**src/rtl/nv_ram_fifo_ctrl_pkg.sv**
```systemverilog
// nv_ram_fifo_ctrl_pkg: shared sizing constants and pointer type for the
// 80x17 RAM-backed FIFO controller.
//   FIFO_DEPTH : default RAM entry count (pointer wrap bound)
//   FIFO_WIDTH : default payload width
//   ADDR_W     : RAM address / occupancy counter width
package nv_ram_fifo_ctrl_pkg;

    localparam int unsigned FIFO_DEPTH = 80;
    localparam int unsigned FIFO_WIDTH = 17;
    localparam int unsigned ADDR_W     = 7;

    typedef logic [ADDR_W-1:0] ptr_t;

endpackage : nv_ram_fifo_ctrl_pkg

```
**src/rtl/nv_ram_fifo_ctrl_ptr.sv**
```systemverilog
// nv_ram_fifo_ctrl_ptr: wrapping increment-enable pointer, 0..DEPTH-1.
// Ports:
//   clk   : clock, posedge
//   rst   : synchronous active-high reset (pointer -> 0)
//   i_inc : advance pointer this cycle
//   o_ptr : current pointer value
module nv_ram_fifo_ctrl_ptr
    import nv_ram_fifo_ctrl_pkg::*;
#(
    parameter int unsigned DEPTH = FIFO_DEPTH
) (
    input  logic clk,
    input  logic rst,
    input  logic i_inc,
    output ptr_t o_ptr
);

    ptr_t r_ptr;
    ptr_t w_ptr_nxt;

    // Wrap at DEPTH-1 rather than at the power-of-two boundary.
    always_comb begin
        w_ptr_nxt = r_ptr;
        if (i_inc) begin
            w_ptr_nxt = (r_ptr == ptr_t'(DEPTH - 1)) ? '0 : r_ptr + ptr_t'(1);
        end
    end

    always_ff @(posedge clk) begin
        if (rst) begin
            r_ptr <= '0;
        end else begin
            r_ptr <= w_ptr_nxt;
        end
    end

    assign o_ptr = r_ptr;

endmodule : nv_ram_fifo_ctrl_ptr

```
**src/rtl/nv_ram_fifo_ctrl_80x17.sv**
```systemverilog
// nv_ram_fifo_ctrl_80x17: valid/ready FIFO controller driving an external
// two-stage RAM (read address latched on ram_re, output register loaded on
// ram_ore). Stage s1 = address in flight, stage s2 = RAM output register
// holding the head entry presented on rd_pd.
// Optional feature: define NV_RAM_FIFO_CTRL_BYPASS_EN to route a push into an
// idle FIFO straight into the RAM output register (1-cycle latency).
// Ports:
//   clk, rst                 : clock, synchronous active-high reset
//   wr_pvld/wr_prdy/wr_pd    : push handshake and payload
//   rd_pvld/rd_prdy/rd_pd    : pop handshake and payload (rd_pd = ram_dout)
//   ram_wa/ram_we/ram_di     : RAM write port
//   ram_ra/ram_re/ram_ore    : RAM read address strobe / output-register load
//   ram_dout                 : RAM output register contents
//   ram_byp_sel/ram_dbyp     : RAM output-stage bypass select and data
//   ram_count                : entries in RAM not yet moved to the output reg
module nv_ram_fifo_ctrl_80x17
    import nv_ram_fifo_ctrl_pkg::*;
#(
    parameter int unsigned DEPTH = FIFO_DEPTH,
    parameter int unsigned WIDTH = FIFO_WIDTH
) (
    input  logic              clk,
    input  logic              rst,
    input  logic              wr_pvld,
    output logic              wr_prdy,
    input  logic [WIDTH-1:0]  wr_pd,
    output logic              rd_pvld,
    input  logic              rd_prdy,
    output logic [WIDTH-1:0]  rd_pd,
    output logic [ADDR_W-1:0] ram_wa,
    output logic              ram_we,
    output logic [WIDTH-1:0]  ram_di,
    output logic [ADDR_W-1:0] ram_ra,
    output logic              ram_re,
    output logic              ram_ore,
    input  logic [WIDTH-1:0]  ram_dout,
    output logic              ram_byp_sel,
    output logic [WIDTH-1:0]  ram_dbyp,
    output logic [ADDR_W-1:0] ram_count
);

    logic [ADDR_W-1:0] r_count;
    logic              r_s1_vld;
    logic              r_s2_vld;

    logic [ADDR_W-1:0] w_count_nxt;
    logic              w_s1_nxt;
    logic              w_s2_nxt;
    logic              w_wr_prdy;
    logic              w_push;
    logic              w_push_ram;
    logic              w_byp;
    logic              w_adv2;
    logic              w_re;
    logic              w_ore;
    ptr_t              w_wr_ptr;
    ptr_t              w_rd_ptr;

    // Ready depends on registered occupancy only.
    assign w_wr_prdy = (r_count < ADDR_W'(DEPTH));
    assign w_push    = wr_pvld && w_wr_prdy && !rst;
    assign w_adv2    = r_s1_vld && (!r_s2_vld || rd_prdy);

`ifdef NV_RAM_FIFO_CTRL_BYPASS_EN
    // Idle FIFO whose output register is free (or draining): skip the RAM.
    assign w_byp = w_push && (r_count == '0) && !r_s1_vld && (!r_s2_vld || rd_prdy);
`else
    assign w_byp = 1'b0;
`endif

    assign w_push_ram = w_push && !w_byp;
    // Entries not already in flight in s1; issue only when s1 is free or draining.
    assign w_re  = !rst && (r_count > ADDR_W'(r_s1_vld)) && (!r_s1_vld || w_adv2);
    assign w_ore = w_adv2 || w_byp;

    // Next-state: a slot is freed only when its data leaves s1 (adv2).
    always_comb begin
        w_count_nxt = r_count;
        w_s1_nxt    = r_s1_vld;
        w_s2_nxt    = r_s2_vld;
        case ({w_push_ram, w_adv2})
            2'b10:   w_count_nxt = r_count + ADDR_W'(1);
            2'b01:   w_count_nxt = r_count - ADDR_W'(1);
            default: w_count_nxt = r_count;
        endcase
        if (w_re) begin
            w_s1_nxt = 1'b1;
        end else if (w_adv2) begin
            w_s1_nxt = 1'b0;
        end
        if (w_ore) begin
            w_s2_nxt = 1'b1;
        end else if (rd_prdy) begin
            w_s2_nxt = 1'b0;
        end
    end

    always_ff @(posedge clk) begin
        if (rst) begin
            r_count  <= '0;
            r_s1_vld <= 1'b0;
            r_s2_vld <= 1'b0;
        end else begin
            r_count  <= w_count_nxt;
            r_s1_vld <= w_s1_nxt;
            r_s2_vld <= w_s2_nxt;
        end
    end

    nv_ram_fifo_ctrl_ptr #(.DEPTH(DEPTH)) u_wr_ptr (
        .clk   (clk),
        .rst   (rst),
        .i_inc (w_push_ram),
        .o_ptr (w_wr_ptr)
    );

    nv_ram_fifo_ctrl_ptr #(.DEPTH(DEPTH)) u_rd_ptr (
        .clk   (clk),
        .rst   (rst),
        .i_inc (w_re),
        .o_ptr (w_rd_ptr)
    );

    assign wr_prdy     = w_wr_prdy;
    assign rd_pvld     = r_s2_vld;
    assign rd_pd       = ram_dout;
    assign ram_wa      = w_wr_ptr;
    assign ram_we      = w_push_ram;
    assign ram_di      = wr_pd;
    assign ram_ra      = w_rd_ptr;
    assign ram_re      = w_re;
    assign ram_ore     = w_ore;
    assign ram_byp_sel = w_byp;
    assign ram_dbyp    = w_byp ? wr_pd : '0;
    assign ram_count   = r_count;

endmodule : nv_ram_fifo_ctrl_80x17
```
**config.mk**
```make
export PLATFORM = sky130hd
export DESIGN_NAME = nv_ram_fifo_ctrl_80x17
export DESIGN_NICKNAME = d
export VERILOG_FILES = /design/src/rtl/nv_ram_fifo_ctrl_pkg.sv /design/src/rtl/nv_ram_fifo_ctrl_ptr.sv /design/src/rtl/nv_ram_fifo_ctrl_80x17.sv
export SDC_FILE = /design/constraint.sdc
export NUM_CORES = 1
export LEC_CHECK = 0
export ABC_AREA = 1
export BUFFER_PORTS_ARGS = -buffer_cell sky130_fd_sc_hd__buf_2
export CAP_MARGIN = 20
export CORE_MARGIN = 3
export CORE_UTILIZATION = 25
export CTS_BUF_LIST = sky130_fd_sc_hd__clkbuf_16
export DETAILED_ROUTE_END_ITERATION = 10
export GPL_TIMING_DRIVEN = 0
export PLACE_DENSITY_LB_ADDON = 0.2
export SLEW_MARGIN = 10
export SYNTH_ARGS = -nofsm -noshare
export SYNTH_HDL_FRONTEND = slang
export SYNTH_SLANG_ARGS = --single-unit
```
**constraint.sdc**
```tcl
create_clock -name clk -period 2.4 [get_ports clk]
set_input_delay 0.48 -clock clk [delete_from_list [all_inputs] [get_ports clk]]
set_output_delay 0.48 -clock clk [all_outputs]
set_load 0.01 [all_outputs]
```
==> Word-level counts from Yosys, hierarchy flattened <==
Index checks and enable logic that the tools add are counted.
{ "classes": {"mux": 7, "eq_ne": 4, "reduce_logical": 13, "add_sub_neg": 4, "order_cmp": 2} }
{ "op_table": {"columns": ["operator", "n"], "rows": [
  ["$add 7x1->7 const B", 3],
  ["$eq 7x7->1 const B", 2],
  ["$mux 7", 2],
  ["$pmux 7 s2", 1],
  ["$gt 7x1->1", 1],
  ["$lt 7x7->1 const B", 1],
  ["$sub 7x1->7 const B", 1],
  ["$reduce_bool 2->1", 3],
  ["$logic_and 1x1->1", 5],
  ["$mux 1", 4],
  ["$logic_not 1->1", 3],
  ["$eq 2x1->1 const B", 1],
  ["$eq 2x2->1 const B", 1],
  ["$logic_or 1x1->1", 2]
]} }
{ "totals": {"output_inout_bits": 78, "elab_cells": 35, "ff_bits": 23} }

==> Longest topological paths before layout <==
Gate-level depths: netlist of run 1.
{ "depth": {"ltp_word": 6, "depth_mapped": 15} }

==> Hierarchy <==
Synthesis of run 1 repeated with hierarchy kept, for this count alone.
{ "hier_totals": {"cells_unflattened": 263, "hier_area_um2": 1825.5} }
{ "by_module_without_submodules": {"columns": ["module", "area_per_inst_um2", "n_inst", "cells_each"], "rows": [
  ["nv_ram_fifo_ctrl_80x17", 1082.3, 1, 157],
  ["nv_ram_fifo_ctrl_ptr", 371.6, 2, 53]
]} }

==> Least setup slack after synthesis of run 1 <==
No wires, ideal clock.
{ "synth_path": {"path_kind": "in2reg", "from": "in rd_prdy", "to": "reg r_count[4] (netlist: ram_count[4])", "t_arrival_ns": 2.072, "slack_ns": 0.215, "setup_ns": 0.113, "cell_stages": 12, "n_path_buf": 0, "cell_sequence": "inv_1 > a21oi_1 > ha_1 > inv_1 > fa_1 > inv_1 > nand2_1 > nand2_1 > nand2_1 > xnor2_1 > o21ai_1 > inv_1"} }
{ "synth_via": {"elab_chain_len": 4} }
{ "synth_lines": {"columns": ["element", "line", "source"], "rows": [
  ["start, declared", "nv_ram_fifo_ctrl_80x17.sv:28", "input logic rd_prdy,"],
  ["$logic_or 1x1->1 *", "nv_ram_fifo_ctrl_80x17.sv:62", "assign w_adv2 = r_s1_vld && (!r_s2_vld || rd_prdy);"],
  ["$logic_and 1x1->1 *", "nv_ram_fifo_ctrl_80x17.sv:62", null],
  ["via ram_ore", "nv_ram_fifo_ctrl_80x17.sv:35", "output logic ram_ore,"],
  ["$eq 2x1->1 / $eq 2x2->1 (equally long branches)", "nv_ram_fifo_ctrl_80x17.sv:81", "case ({w_push_ram, w_adv2})"],
  ["$pmux 7 s2 / $reduce_bool 2->1 (equally long branches)", null, null],
  ["end signal, assigned", "nv_ram_fifo_ctrl_80x17.sv:104", "r_count <= w_count_nxt;"],
  ["end, declared", "nv_ram_fifo_ctrl_80x17.sv:42", "logic [ADDR_W-1:0] r_count;"]
]} }
The timed path passes the listed nets; every way through them passes the cells marked *.
A chain may end at the register's enable or synchronous reset.

==> Final worst setup path of run 1 <==
{ "layout_path": {"from": "reg r_count[6] (netlist: ram_count[6])", "to": "reg r_count[6] (netlist: ram_count[6])"} }
{ "layout_via": {"elab_chain_len": 5} }
{ "layout_lines": {"columns": ["element", "line", "source"], "rows": [
  ["$lt 7x7->1", "nv_ram_fifo_ctrl_80x17.sv:60", "assign w_wr_prdy = (r_count < ADDR_W'(DEPTH));"],
  ["$logic_and 1x1->1 (2 in a row)", "nv_ram_fifo_ctrl_80x17.sv:61", "assign w_push = wr_pvld && w_wr_prdy && !rst;"],
  ["$eq 2x1->1 / $eq 2x2->1 (equally long branches)", "nv_ram_fifo_ctrl_80x17.sv:81", null],
  ["$pmux 7 s2 / $reduce_bool 2->1 (equally long branches)", null, null]
]} }
Several ways; a longest one is shown, not always the timed one.

==> impl_metrics.prom, run 1 <==
# TYPE chip_impl_metric gauge
chip_impl_metric{name="worst_clock_skew",unit="ns"} 0.004980
chip_impl_metric{name="num_io_pins",unit=""} 116
chip_impl_info{name="tritoncts",value="built"} 1
chip_impl_metric{name="grt_max_degree",unit=""} 14
chip_impl_metric{name="internal_power",unit="uW"} 893.3
chip_impl_metric{name="global_route.overflow_total",unit=""} 0
chip_impl_info{name="min_delay_startpoint",value="ram_count[0]"} 1
chip_impl_metric{name="post_drt_wl_per_cell",unit="microns"} 9.346
chip_impl_metric{name="number_of_clock_buffers_inserted_by_tritoncts",unit=""} 3
chip_impl_metric{name="wire_length_of_the_first_global_routing_pass",unit="mm"} 6.858
chip_impl_metric{name="detail-route-antenna-nets",unit=""} 0
chip_impl_metric{name="post_synth_instance_area",unit="sq um"} 1854
chip_impl_metric{name="h-tree-depth",unit=""} 1
chip_impl_metric{name="die_w",unit="microns"} 92.12
chip_impl_metric{name="drt_pre_antenna_iters",unit=""} 4
chip_impl_info{name="synth.most_common_cell",value="sky130_fd_sc_hd__buf_4"} 1
chip_impl_metric{name="dr_total_vias",unit=""} 1751
chip_impl_metric{name="first_iter_violations",unit=""} 35
chip_impl_metric{name="clk_transition_reported_paths",unit="ns"} 0.07
chip_impl_metric{name="placedCellCount",unit=""} 447
chip_impl_metric{name="maxCapViolCount",unit=""} 0
chip_impl_metric{name="sw_ratio",unit="%"} 36.58
chip_impl_metric{name="critPathMaxFanout",unit=""} 8
chip_impl_metric{name="wl_met3",unit="microns"} 328
chip_impl_metric{name="worst_slack",unit="ns"} 0.1831
chip_impl_metric{name="place.port_buffers",unit=""} 63
chip_impl_info{name="setup.worst_path.start_class",value="flip-flop"} 1
chip_impl_metric{name="leakagePower",unit="nW"} 1.367
chip_impl_metric{name="yosysSeqAreaShare",unit="%"} 24.83
chip_impl_metric{name="drt-vias-per-instance",unit=""} 3.882
chip_impl_metric{name="worst_path_largest_cell_delay",unit="ns"} 0.51
chip_impl_metric{name="initial_core_util",unit="%"} 26.56
chip_impl_metric{name="core.rowCount",unit=""} 30
chip_impl_info{name="path_class",value="reg2reg"} 1
chip_impl_info{name="r2r_start",value="ram_count[6]"} 1
chip_impl_metric{name="worst-endpoint-arrival",unit="ns"} 2.34
chip_impl_info{name="crit_chain",value="a21oi_4 > nand2_4 > ha_2 > inv_1 > fa_1 > inv_1 > nand2_1 > nand2_1 > nand3_1 > nand3_1 > nand2_1 > nand2_1 > a21oi_1"} 1
chip_impl_metric{name="routed-wl-met2",unit="mm"} 1.990
chip_impl_info{name="yosysTopAreaCell",value="sky130_fd_sc_hd__dfxtp_1"} 1
chip_impl_metric{name="irDropWorstVdd",unit="V"} 0.0002266
chip_impl_metric{name="preCtsSetupSlack",unit="ns"} -0.1150
chip_impl_metric{name="post-synth-top-area-fraction",unit="%"} 24.83
chip_impl_metric{name="powerDensity",unit="nW/um^2"} 575.5
chip_impl_metric{name="cts_sinks",unit=""} 23
chip_impl_metric{name="post-route-drc-count",unit=""} 0
chip_impl_metric{name="number_of_antenna_violations_at_the_first_check_in_global_routing",unit=""} 0
chip_impl_info{name="critical_path.endpoint_type",value="flip-flop"} 1
chip_impl_info{name="timing.hold.worst.class",value="reg2reg"} 1
chip_impl_metric{name="finalHoldViolCount",unit=""} 0
chip_impl_metric{name="synthesis_to_finish_area_growth",unit="%"} 31.98
chip_impl_info{name="highest_layer",value="met4"} 1
chip_impl_metric{name="fp.coreArea",unit="sq um"} 6982
chip_impl_metric{name="fmax",unit="MHz"} 451.1
chip_impl_info{name="cpMaxStageDelayCell",value="sky130_fd_sc_hd__dfxtp_1"} 1
chip_impl_metric{name="drv_slew",unit=""} 0
chip_impl_metric{name="clock_insertion_delay_worst_skew",unit="ns"} 0.26
chip_impl_info{name="critPathMostFrequentCell",value="sky130_fd_sc_hd__nand2_1"} 1
chip_impl_metric{name="die_h",unit="microns"} 92.12
chip_impl_metric{name="post_synth_edffs",unit=""} 0
chip_impl_info{name="clockRootBuffer",value="sky130_fd_sc_hd__clkbuf_16"} 1
chip_impl_metric{name="globalplace.congestion",unit=""} 0.7696
chip_impl_metric{name="post-route-period-util",unit="%"} 92.37
chip_impl_metric{name="power_frac_comb",unit="%"} 39.5
chip_impl_metric{name="post-dp-hpwl",unit="mm"} 3.497
chip_impl_info{name="grt_setup_unrepaired",value="no"} 1
chip_impl_metric{name="first_global_vias",unit=""} 1558
chip_impl_metric{name="finalSetupViolCount",unit=""} 0
chip_impl_metric{name="count_of_non_filler_cells_in_the_finished_layout",unit=""} 451
chip_impl_metric{name="route.layer.met1.wl",unit="mm"} 1.876
chip_impl_metric{name="cts_buffer_depth",unit=""} 2
chip_impl_info{name="worstSetupStartpoint",value="ram_count[6]"} 1
chip_impl_metric{name="sequentialPowerShare",unit="%"} 34.1
chip_impl_metric{name="cts_hold_buffers",unit=""} 0
chip_impl_metric{name="power.clock.fraction",unit="%"} 26.4
chip_impl_metric{name="die_area",unit="sq um"} 8486
chip_impl_metric{name="antenna-diode-count",unit=""} 0
chip_impl_metric{name="drive_gt1_share",unit="%"} 38.59
chip_impl_metric{name="syn-instance-count",unit=""} 271
chip_impl_metric{name="synth.ff_latch_count",unit=""} 23
chip_impl_metric{name="synth_async_sr_flop_share",unit="%"} 0
chip_impl_metric{name="wirelength",unit="mm"} 4.215
chip_impl_info{name="run_status",value="finished clean"} 1
chip_impl_metric{name="period_needed",unit="ns"} 2.217
chip_impl_metric{name="ys_types",unit=""} 28
chip_impl_info{name="synth_top_cells_by_area",value="sky130_fd_sc_hd__dfxtp_1 25%, sky130_fd_sc_hd__buf_4 21%, sky130_fd_sc_hd__nand2_1 9.9%"} 1
chip_impl_metric{name="cp.required",unit="ns"} 2.53
chip_impl_metric{name="avgSynthCellArea",unit="sq um"} 6.842
chip_impl_info{name="dominantRegCellSynth",value="sky130_fd_sc_hd__dfxtp_1"} 1
chip_impl_metric{name="layout.nets",unit=""} 404
chip_impl_metric{name="yosysWarnings",unit=""} 0
chip_impl_metric{name="whs",unit="ns"} 0.4823
chip_impl_info{name="yosys-top-cells-count",value="52 x sky130_fd_sc_hd__buf_4, 49 x sky130_fd_sc_hd__nand2_1, 35 x sky130_fd_sc_hd__inv_1"} 1
chip_impl_metric{name="power_switching",unit="uW"} 515.2
chip_impl_metric{name="overall_track_demand_over_capacity_in_global_routing",unit="%"} 9.624
-- what timing repair did --
action / 4_1_cts / 5_1_grt
resized for setup: 0 / 4
endpoints found under the setup margin: 0 / 5
buffers inserted: 0 / 0
-- kinds of logic (layout without fill, tap and decap cells) --
logic type / after synthesis / in the layout / synth area share, %
compound gates: 30 / 30 / 8.840
flops: 23 / 23 / 24.83
fa+ha+maj: 10 / 10 / 7.153
simple gates: 104 / 104 / 24.97
buf+inv: 94 / 161 / 29.76
xor+xnor: 9 / 9 / 4.251
other cells: 1 / 18 / 0.2022
-- final timing paths --
check / slack [ns] / cells past startpoint / end
setup / recovery: 0.18 / 13 / ram_count[6]
hold / removal: 0.48 / 1 / ram_count[0]
setup reg to reg: 0.18 / 13 / ram_count[6]
hold reg to reg: 0.48 / 1 / ram_count[0]
-- cell type report --
class	instances	area, sq um
buffer	53	394.1
clock buffer	3	75.07
clock inverter	1	5.005
fill	754	4534
inverter	41	157.7
multi-input combinational	171	918.4
sequential	23	461.7
tap	96	120.1
timing repair buffer	63	315.3
-- per-layer routing --
layer	up-vias	track usage, %
met2	68	17.58
met1	733	11.27
met4	0	1.856
met5	-	0
li1	948	-
met3	2	2.543
-- flip-flops by register name (all words and copies together), names as in the netlist --
signal and flops:
r_s1_vld 1, ram_count 7, rd_pvld 1, u_rd_ptr.o_ptr 7, u_wr_ptr.o_ptr 7
-- worst max-delay path: cells and delay by family, from the launching register on --
| family | cells | cell delay (ns) |
|---|---|---|
| fa+ha+maj | 2 | 0.72 |
| flops | 1 | 0.51 |
| simple gates | 7 | 0.49 |
| compound gates | 2 | 0.18 |
| buf+inv | 2 | 0.17 |
-- stage by stage --
step	utilization [%]	power, mW	TNS [ns]	cell area [sq um]
2_1_floorplan	-	0.8852	0	1918
3_3_place_gp	33.71	1.040	-0.1825	2354
3_5_place_dp	33.71	1.044	-0.2178	2354
4_1_cts	34.86	1.420	0	2434
5_1_grt	35.05	1.516	0	2447
6_report	35.05	1.408	0	2447
-- placed cells by master (no fill, tap or decap), drive strengths merged --
master / n
buf: 115
nand2: 53
inv: 40
nor2: 24
dfxtp: 23
a21oi: 20
conb: 18
nand3: 16
ha: 9
o21ai: 9
xor2: 6
nand4: 5
nor3: 4
clkbuf: 4
xnor2: 3
clkinv: 2
or2: 2
o21bai: 1
fa: 1
-- power groups by stage --
stage | Combinational (mW) | Clock [mW] | Sequential, mW
floorplan | 0.390 | 0 | 0.495
global placement | 0.552 | 0 | 0.488
detailed placement | 0.555 | 0 | 0.488
CTS | 0.557 | 0.383 | 0.480
global route | 0.632 | 0.395 | 0.489
finish | 0.556 | 0.372 | 0.480
No activity file was read; power rests on OpenSTA's default activity.
==> run 2: changes to the inputs <==
Settings changed: CORE_UTILIZATION 25 to 40, CTS_BUF_LIST sky130_fd_sc_hd__clkbuf_16 to unset, CTS_CLUSTER_SIZE set to 40.
==> impl_metrics.prom, run 2 (synthesis results as in run 1) <==
# TYPE chip_impl_metric gauge
chip_impl_metric{name="critPathMaxFanout",unit=""} 10
chip_impl_metric{name="fp.coreArea",unit="sq um"} 4414
chip_impl_info{name="tritoncts",value="built"} 1
chip_impl_metric{name="depth_of_the_worst_register_to_register_path",unit=""} 12
chip_impl_metric{name="first_global_vias",unit=""} 1431
chip_impl_metric{name="post-route-period-util",unit="%"} 92.59
chip_impl_metric{name="overall_track_demand_over_capacity_in_global_routing",unit="%"} 13.49
chip_impl_info{name="worstSetupStartpoint",value="ram_count[0]"} 1
chip_impl_metric{name="dr_total_vias",unit=""} 1748
chip_impl_metric{name="maxCapViolCount",unit=""} 0
chip_impl_metric{name="worst_clock_skew",unit="ns"} 0.001920
chip_impl_metric{name="powerDensity",unit="nW/um^2"} 543.0
chip_impl_metric{name="layout.nets",unit=""} 404
chip_impl_info{name="run_status",value="finished clean"} 1
chip_impl_metric{name="report.power.total",unit="mW"} 1.280
chip_impl_info{name="crit_family",value="flip-flops"} 1
chip_impl_metric{name="drive_gt1_share",unit="%"} 38.03
chip_impl_metric{name="preCtsSetupSlack",unit="ns"} -0.06517
chip_impl_metric{name="synthesis_to_finish_area_growth",unit="%"} 27.13
chip_impl_metric{name="worst_path_largest_cell_delay",unit="ns"} 0.44
chip_impl_metric{name="worst_slack",unit="ns"} 0.1778
chip_impl_metric{name="finalInstanceArea",unit="sq um"} 2357
chip_impl_metric{name="die_area",unit="sq um"} 5489
chip_impl_metric{name="num_io_pins",unit=""} 116
chip_impl_metric{name="groute.layer.met1.usage",unit="%"} 16.57
chip_impl_info{name="most-common-layout-cells",value="63 x sky130_fd_sc_hd__buf_2, 52 x sky130_fd_sc_hd__buf_4, 49 x sky130_fd_sc_hd__nand2_1, 35 x sky130_fd_sc_hd__inv_1, 24 x sky130_fd_sc_hd__nor2_1"} 1
chip_impl_metric{name="wire_length_of_the_first_global_routing_pass",unit="mm"} 6.023
chip_impl_metric{name="place.port_buffers",unit=""} 63
chip_impl_metric{name="finalSetupViolCount",unit=""} 0
chip_impl_metric{name="placedCellCount",unit=""} 403
chip_impl_metric{name="post-cts-setup-buffers",unit=""} 0
chip_impl_info{name="r2r_end",value="ram_count[6]"} 1
chip_impl_metric{name="placement.cell_area",unit="sq um"} 2298
chip_impl_metric{name="tns",unit="ns"} 0
chip_impl_metric{name="die_w",unit="microns"} 74.09
chip_impl_metric{name="drt_pre_antenna_iters",unit=""} 4
chip_impl_metric{name="clk_transition_reported_paths",unit="ns"} 0.08
chip_impl_metric{name="number_of_antenna_violations_at_the_first_check_in_global_routing",unit=""} 0
chip_impl_info{name="r2r_start",value="ram_count[4]"} 1
chip_impl_metric{name="die_h",unit="microns"} 74.09
chip_impl_info{name="cpMaxStageDelayCell",value="sky130_fd_sc_hd__dfxtp_1"} 1
chip_impl_metric{name="cts_sinks",unit=""} 23
chip_impl_info{name="timing.hold.worst.class",value="in2reg"} 1
chip_impl_info{name="grt_setup_unrepaired",value="no"} 1
chip_impl_metric{name="initial_core_util",unit="%"} 42.01
chip_impl_metric{name="utilization",unit="%"} 53.40
chip_impl_metric{name="drt-vias-per-instance",unit=""} 4.295
chip_impl_metric{name="drv_slew",unit=""} 0
chip_impl_metric{name="cp.required",unit="ns"} 1.92
chip_impl_metric{name="postCtsResizedCells",unit=""} 0
chip_impl_metric{name="clock_insertion_delay_worst_skew",unit="ns"} 0.26
chip_impl_metric{name="fmax",unit="MHz"} 450.0
chip_impl_metric{name="number_of_clock_buffers_inserted_by_tritoncts",unit=""} 3
chip_impl_info{name="clockRootBuffer",value="sky130_fd_sc_hd__clkbuf_8"} 1
chip_impl_metric{name="worst-endpoint-arrival",unit="ns"} 1.74
chip_impl_metric{name="post-dp-hpwl",unit="mm"} 3.285
chip_impl_metric{name="groute.layer.met2.usage",unit="%"} 24.70
chip_impl_metric{name="finalHoldViolCount",unit=""} 0
chip_impl_metric{name="period_needed",unit="ns"} 2.222
chip_impl_metric{name="h-tree-depth",unit=""} 1
chip_impl_info{name="crit_chain",value="inv_1 > ha_1 > nor2_1 > nor2_1 > nand3_2 > nand2_4 > inv_2 > buf_2"} 1
chip_impl_info{name="setup.worst_path.start_class",value="flip-flop"} 1
chip_impl_info{name="critPathMostFrequentCell",value="sky130_fd_sc_hd__nor2_1"} 1
chip_impl_metric{name="post_drt_wl_per_cell",unit="microns"} 9.867
chip_impl_metric{name="irDropWorstVdd",unit="V"} 0.0003332
chip_impl_metric{name="grt_max_degree",unit=""} 14
chip_impl_metric{name="first_iter_violations",unit=""} 77
chip_impl_metric{name="count_of_non_filler_cells_in_the_finished_layout",unit=""} 407
chip_impl_info{name="layout.cells.most_common",value="sky130_fd_sc_hd__buf_2"} 1
chip_impl_metric{name="critical_path_buf_inv_count",unit=""} 3
chip_impl_metric{name="antenna-diode-count",unit=""} 0
chip_impl_info{name="path_class",value="reg2out"} 1
chip_impl_info{name="critical_path.endpoint_type",value="output pin"} 1
chip_impl_metric{name="cts_hold_buffers",unit=""} 0
chip_impl_metric{name="leakagePower",unit="nW"} 1.354
chip_impl_metric{name="detail-route-antenna-nets",unit=""} 0
chip_impl_metric{name="grt_util_met3",unit="%"} 2.838
chip_impl_info{name="gr-max-usage-layer",value="met2"} 1
chip_impl_metric{name="reg2reg_setup_slack",unit="ns"} 0.28
chip_impl_metric{name="wirelength",unit="mm"} 4.016
chip_impl_metric{name="core.rowCount",unit=""} 24
chip_impl_metric{name="worstSetupPathDepth",unit=""} 8
chip_impl_metric{name="globalplace.congestion",unit=""} 0.7986
chip_impl_metric{name="post-route-drc-count",unit=""} 0
chip_impl_metric{name="cts_buffer_depth",unit=""} 2
chip_impl_metric{name="global_route.overflow_total",unit=""} 0
chip_impl_metric{name="whs",unit="ns"} 0.4831
chip_impl_info{name="endpoint",value="ram_re"} 1
run 2: cell count changes in the layout (fill, tap and decap cells not counted):
cell                        delta
sky130_fd_sc_hd__clkbuf_16     -3
sky130_fd_sc_hd__dfxtp_2       -1
sky130_fd_sc_hd__ha_1          +1
sky130_fd_sc_hd__ha_4          +1
sky130_fd_sc_hd__ha_2          -2
sky130_fd_sc_hd__dfxtp_1       +1
sky130_fd_sc_hd__a21oi_4       -1
sky130_fd_sc_hd__clkbuf_8      +3
sky130_fd_sc_hd__a21oi_2       +1
run 2: worst min-delay path by stage:
stage,startpoint,end,slack [ns],depth (start not counted)
after global placement,rd_pvld,rd_pvld,0.48,2
after floorplan,r_s1_vld,rd_pvld,0.47,2
after CTS,rd_prdy,rd_pvld,0.48,4
after detailed placement,rd_pvld,rd_pvld,0.49,2
final,rd_prdy,rd_pvld,0.48,4
after global routing,rd_prdy,rd_pvld,0.51,4
run 2: power by group:
group / internal, mW / total (mW) / switching (mW)
Clock: 0.116 / 0.244 / 0.129
Sequential: 0.425 / 0.476 / 0.0505
Combinational: 0.245 / 0.560 / 0.314
run 2: layout make-up:
type	count	area [sq um]
flip-flops and latches	23	460.4
plain buffers	53	394.1
repair buffers	63	315.3
well taps	52	65.06
fillers	443	2057
inverters	41	157.7
clock inverters	1	5.005
multi-input cells	171	918.4
clock buffers	3	41.29
run 2: routing by layer:
metal	share of wire, %	routed length [microns]
met5	0	0
met4	0.32	13
met3	11	444
met2	47	1889
met1	42	1668
run 2: tightest hold or removal path, stage by stage:
cell and delay [ns]:
sky130_fd_sc_hd__buf_2 0.07, sky130_fd_sc_hd__inv_1 0.05, sky130_fd_sc_hd__nand2_1 0.05, sky130_fd_sc_hd__a21oi_1 0.05
==> run 3: changes to the inputs <==
Settings changed: CAP_MARGIN 20 to unset, PLACE_DENSITY set to 0.76, PLACE_DENSITY_LB_ADDON 0.2 to unset.
==> impl_metrics.prom, run 3 (synthesis results as in run 1) <==
# TYPE chip_impl_metric gauge
chip_impl_metric{name="place.port_buffers",unit=""} 63
chip_impl_info{name="critical_path.endpoint_type",value="output pin"} 1
chip_impl_metric{name="detail-route-antenna-nets",unit=""} 0
chip_impl_metric{name="worst_path_largest_cell_delay",unit="ns"} 0.42
chip_impl_metric{name="die_h",unit="microns"} 74.09
chip_impl_info{name="most-common-layout-cells",value="63 x sky130_fd_sc_hd__buf_2, 52 x sky130_fd_sc_hd__buf_4, 49 x sky130_fd_sc_hd__nand2_1, 35 x sky130_fd_sc_hd__inv_1, 24 x sky130_fd_sc_hd__nor2_1"} 1
chip_impl_metric{name="number_of_antenna_violations_at_the_first_check_in_global_routing",unit=""} 0
chip_impl_metric{name="drt_pre_antenna_iters",unit=""} 4
chip_impl_info{name="run_status",value="finished clean"} 1
chip_impl_metric{name="layout.nets",unit=""} 404
chip_impl_metric{name="first_iter_violations",unit=""} 41
chip_impl_info{name="path_class",value="reg2out"} 1
chip_impl_metric{name="post-route-drc-count",unit=""} 0
chip_impl_metric{name="period_needed",unit="ns"} 2.217
chip_impl_metric{name="depth_of_the_worst_register_to_register_path",unit=""} 12
chip_impl_metric{name="fmax",unit="MHz"} 451.0
chip_impl_metric{name="post_drt_wl_per_cell",unit="microns"} 10.18
chip_impl_metric{name="n_fill_cell",unit=""} 454
chip_impl_metric{name="dr_total_vias",unit=""} 1806
chip_impl_metric{name="drv_slew",unit=""} 0
chip_impl_info{name="r2r_end",value="ram_count[6]"} 1
chip_impl_metric{name="first_global_vias",unit=""} 1578
chip_impl_metric{name="h-tree-depth",unit=""} 1
chip_impl_metric{name="post-route-period-util",unit="%"} 92.39
chip_impl_info{name="clockRootBuffer",value="sky130_fd_sc_hd__clkbuf_8"} 1
chip_impl_metric{name="cp.required",unit="ns"} 1.92
chip_impl_info{name="critPathMostFrequentCell",value="sky130_fd_sc_hd__nor2_1"} 1
chip_impl_metric{name="die_w",unit="microns"} 74.09
chip_impl_metric{name="clk_transition_reported_paths",unit="ns"} 0.09
chip_impl_metric{name="post-dp-hpwl",unit="mm"} 3.460
chip_impl_metric{name="report.power.total",unit="mW"} 1.278
chip_impl_info{name="layout.cells.most_common",value="sky130_fd_sc_hd__buf_2"} 1
chip_impl_info{name="crit_chain",value="inv_1 > ha_1 > nor2_1 > nor2_1 > nand3_2 > nand2_4 > inv_2 > buf_2"} 1
chip_impl_metric{name="overall_track_demand_over_capacity_in_global_routing",unit="%"} 14.34
chip_impl_metric{name="fp.coreArea",unit="sq um"} 4414
chip_impl_metric{name="number_of_clock_buffers_inserted_by_tritoncts",unit=""} 3
chip_impl_info{name="min_delay_startpoint",value="rd_prdy"} 1
chip_impl_info{name="setup.worst_path.start_class",value="flip-flop"} 1
chip_impl_metric{name="num_io_pins",unit=""} 116
chip_impl_metric{name="antenna-diode-count",unit=""} 0
chip_impl_info{name="grt_setup_unrepaired",value="no"} 1
chip_impl_metric{name="critPathMaxFanout",unit=""} 10
chip_impl_info{name="r2r_start",value="ram_count[5]"} 1
chip_impl_metric{name="drive_gt1_share",unit="%"} 38.03
chip_impl_metric{name="synthesis_to_finish_area_growth",unit="%"} 27.13
chip_impl_metric{name="global_route.overflow_total",unit=""} 0
chip_impl_metric{name="utilization",unit="%"} 53.40
chip_impl_metric{name="drt-vias-per-instance",unit=""} 4.437
chip_impl_info{name="endpoint",value="ram_re"} 1
chip_impl_metric{name="maxCapViolCount",unit=""} 0
chip_impl_metric{name="finalHoldViolCount",unit=""} 0
chip_impl_metric{name="clock_insertion_delay_worst_skew",unit="ns"} 0.26
chip_impl_metric{name="irDropWorstVdd",unit="V"} 0.0002300
chip_impl_metric{name="leakagePower",unit="nW"} 1.354
chip_impl_metric{name="worst_clock_skew",unit="ns"} 0.004960
chip_impl_metric{name="cts_buffer_depth",unit=""} 2
chip_impl_metric{name="finalSetupViolCount",unit=""} 0
chip_impl_metric{name="powerDensity",unit="nW/um^2"} 542.1
chip_impl_metric{name="die_area",unit="sq um"} 5489
chip_impl_info{name="cpMaxStageDelayCell",value="sky130_fd_sc_hd__dfxtp_1"} 1
chip_impl_metric{name="initial_core_util",unit="%"} 42.01
chip_impl_info{name="worstSetupStartpoint",value="ram_count[0]"} 1
chip_impl_metric{name="wirelength",unit="mm"} 4.145
chip_impl_metric{name="core.rowCount",unit=""} 24
chip_impl_info{name="timing.hold.worst.class",value="in2reg"} 1
chip_impl_metric{name="cts_sinks",unit=""} 23
chip_impl_metric{name="reg2reg_setup_slack",unit="ns"} 0.25
chip_impl_metric{name="whs",unit="ns"} 0.4999
chip_impl_metric{name="worst-endpoint-arrival",unit="ns"} 1.74
chip_impl_metric{name="grt_max_degree",unit=""} 14
chip_impl_info{name="tritoncts",value="built"} 1
chip_impl_metric{name="wire_length_of_the_first_global_routing_pass",unit="mm"} 6.403
chip_impl_metric{name="globalplace.congestion",unit=""} 0.8457
## run 3: cell counts in the layout (fill, tap and decap cells not counted)
Identical to the previous run, type by type.
## run 3: power by group
part	total [mW]	internal, mW	leakage [nW]	switching (mW)
Clock	0.243	0.116	0.0255	0.127
Sequential	0.476	0.425	0.188	0.0502
Combinational	0.559	0.245	1.14	0.314
Total	1.28	0.786	1.35	0.491
## run 3: area by class of cell
class                      instances  area [sq um]  area share, %
buffer                            53         394.1          16.72
clock buffer                       3         41.29          1.752
clock inverter                     1         5.005         0.2123
inverter                          41         157.7          6.688
multi-input combinational        171         918.4          38.96
sequential                        23         460.4          19.53
tap                               52         65.06          2.760
timing repair buffer              63         315.3          13.38
## run 3: what timing repair did
item,4_1_cts,5_1_grt
setup endpoints to repair,0,4
hold buffers,0,0
gates resized for setup,0,2
buffers inserted,0,0
endpoints found under the hold margin,0,0
## run 3: per-stage QoR
stage	std cells	setup WS (ns)	setup TNS, ns	area [sq um]
floorplan	288	0.2151	0	1918
global placement	403	0.009624	0	2298
detailed placement	403	-0.01283	-0.02033	2298
CTS	407	0.08611	0	2345
global route	407	0.03616	0	2357
finish	407	0.1826	0	2357
## run 3: routing by layer
layer	GRT usage, %	share of wire, %	up-vias
li1	-	-	944
met1	16.03	38	796
met2	27.95	52	64
met3	3.243	9.2	2
met4	2.012	0.31	0
met5	0	0	-
## run 3: worst min path at each step
stage                         end  slack [ns]  cells after the start
after floorplan           rd_pvld        0.47                      2
final                     rd_pvld        0.50                      4
after global placement    rd_pvld        0.48                      2
after global routing      rd_pvld        0.52                      4
after detailed placement  rd_pvld        0.50                      2
after CTS                 rd_pvld        0.50                      4
## run 3: worst max-delay path, delay by kind of cell (launching register included)
kind / cells / cell delay [ns]
buf+inv: 3 / 0.32
fa+ha+maj: 1 / 0.28
simple gates: 4 / 0.44
flops: 1 / 0.42
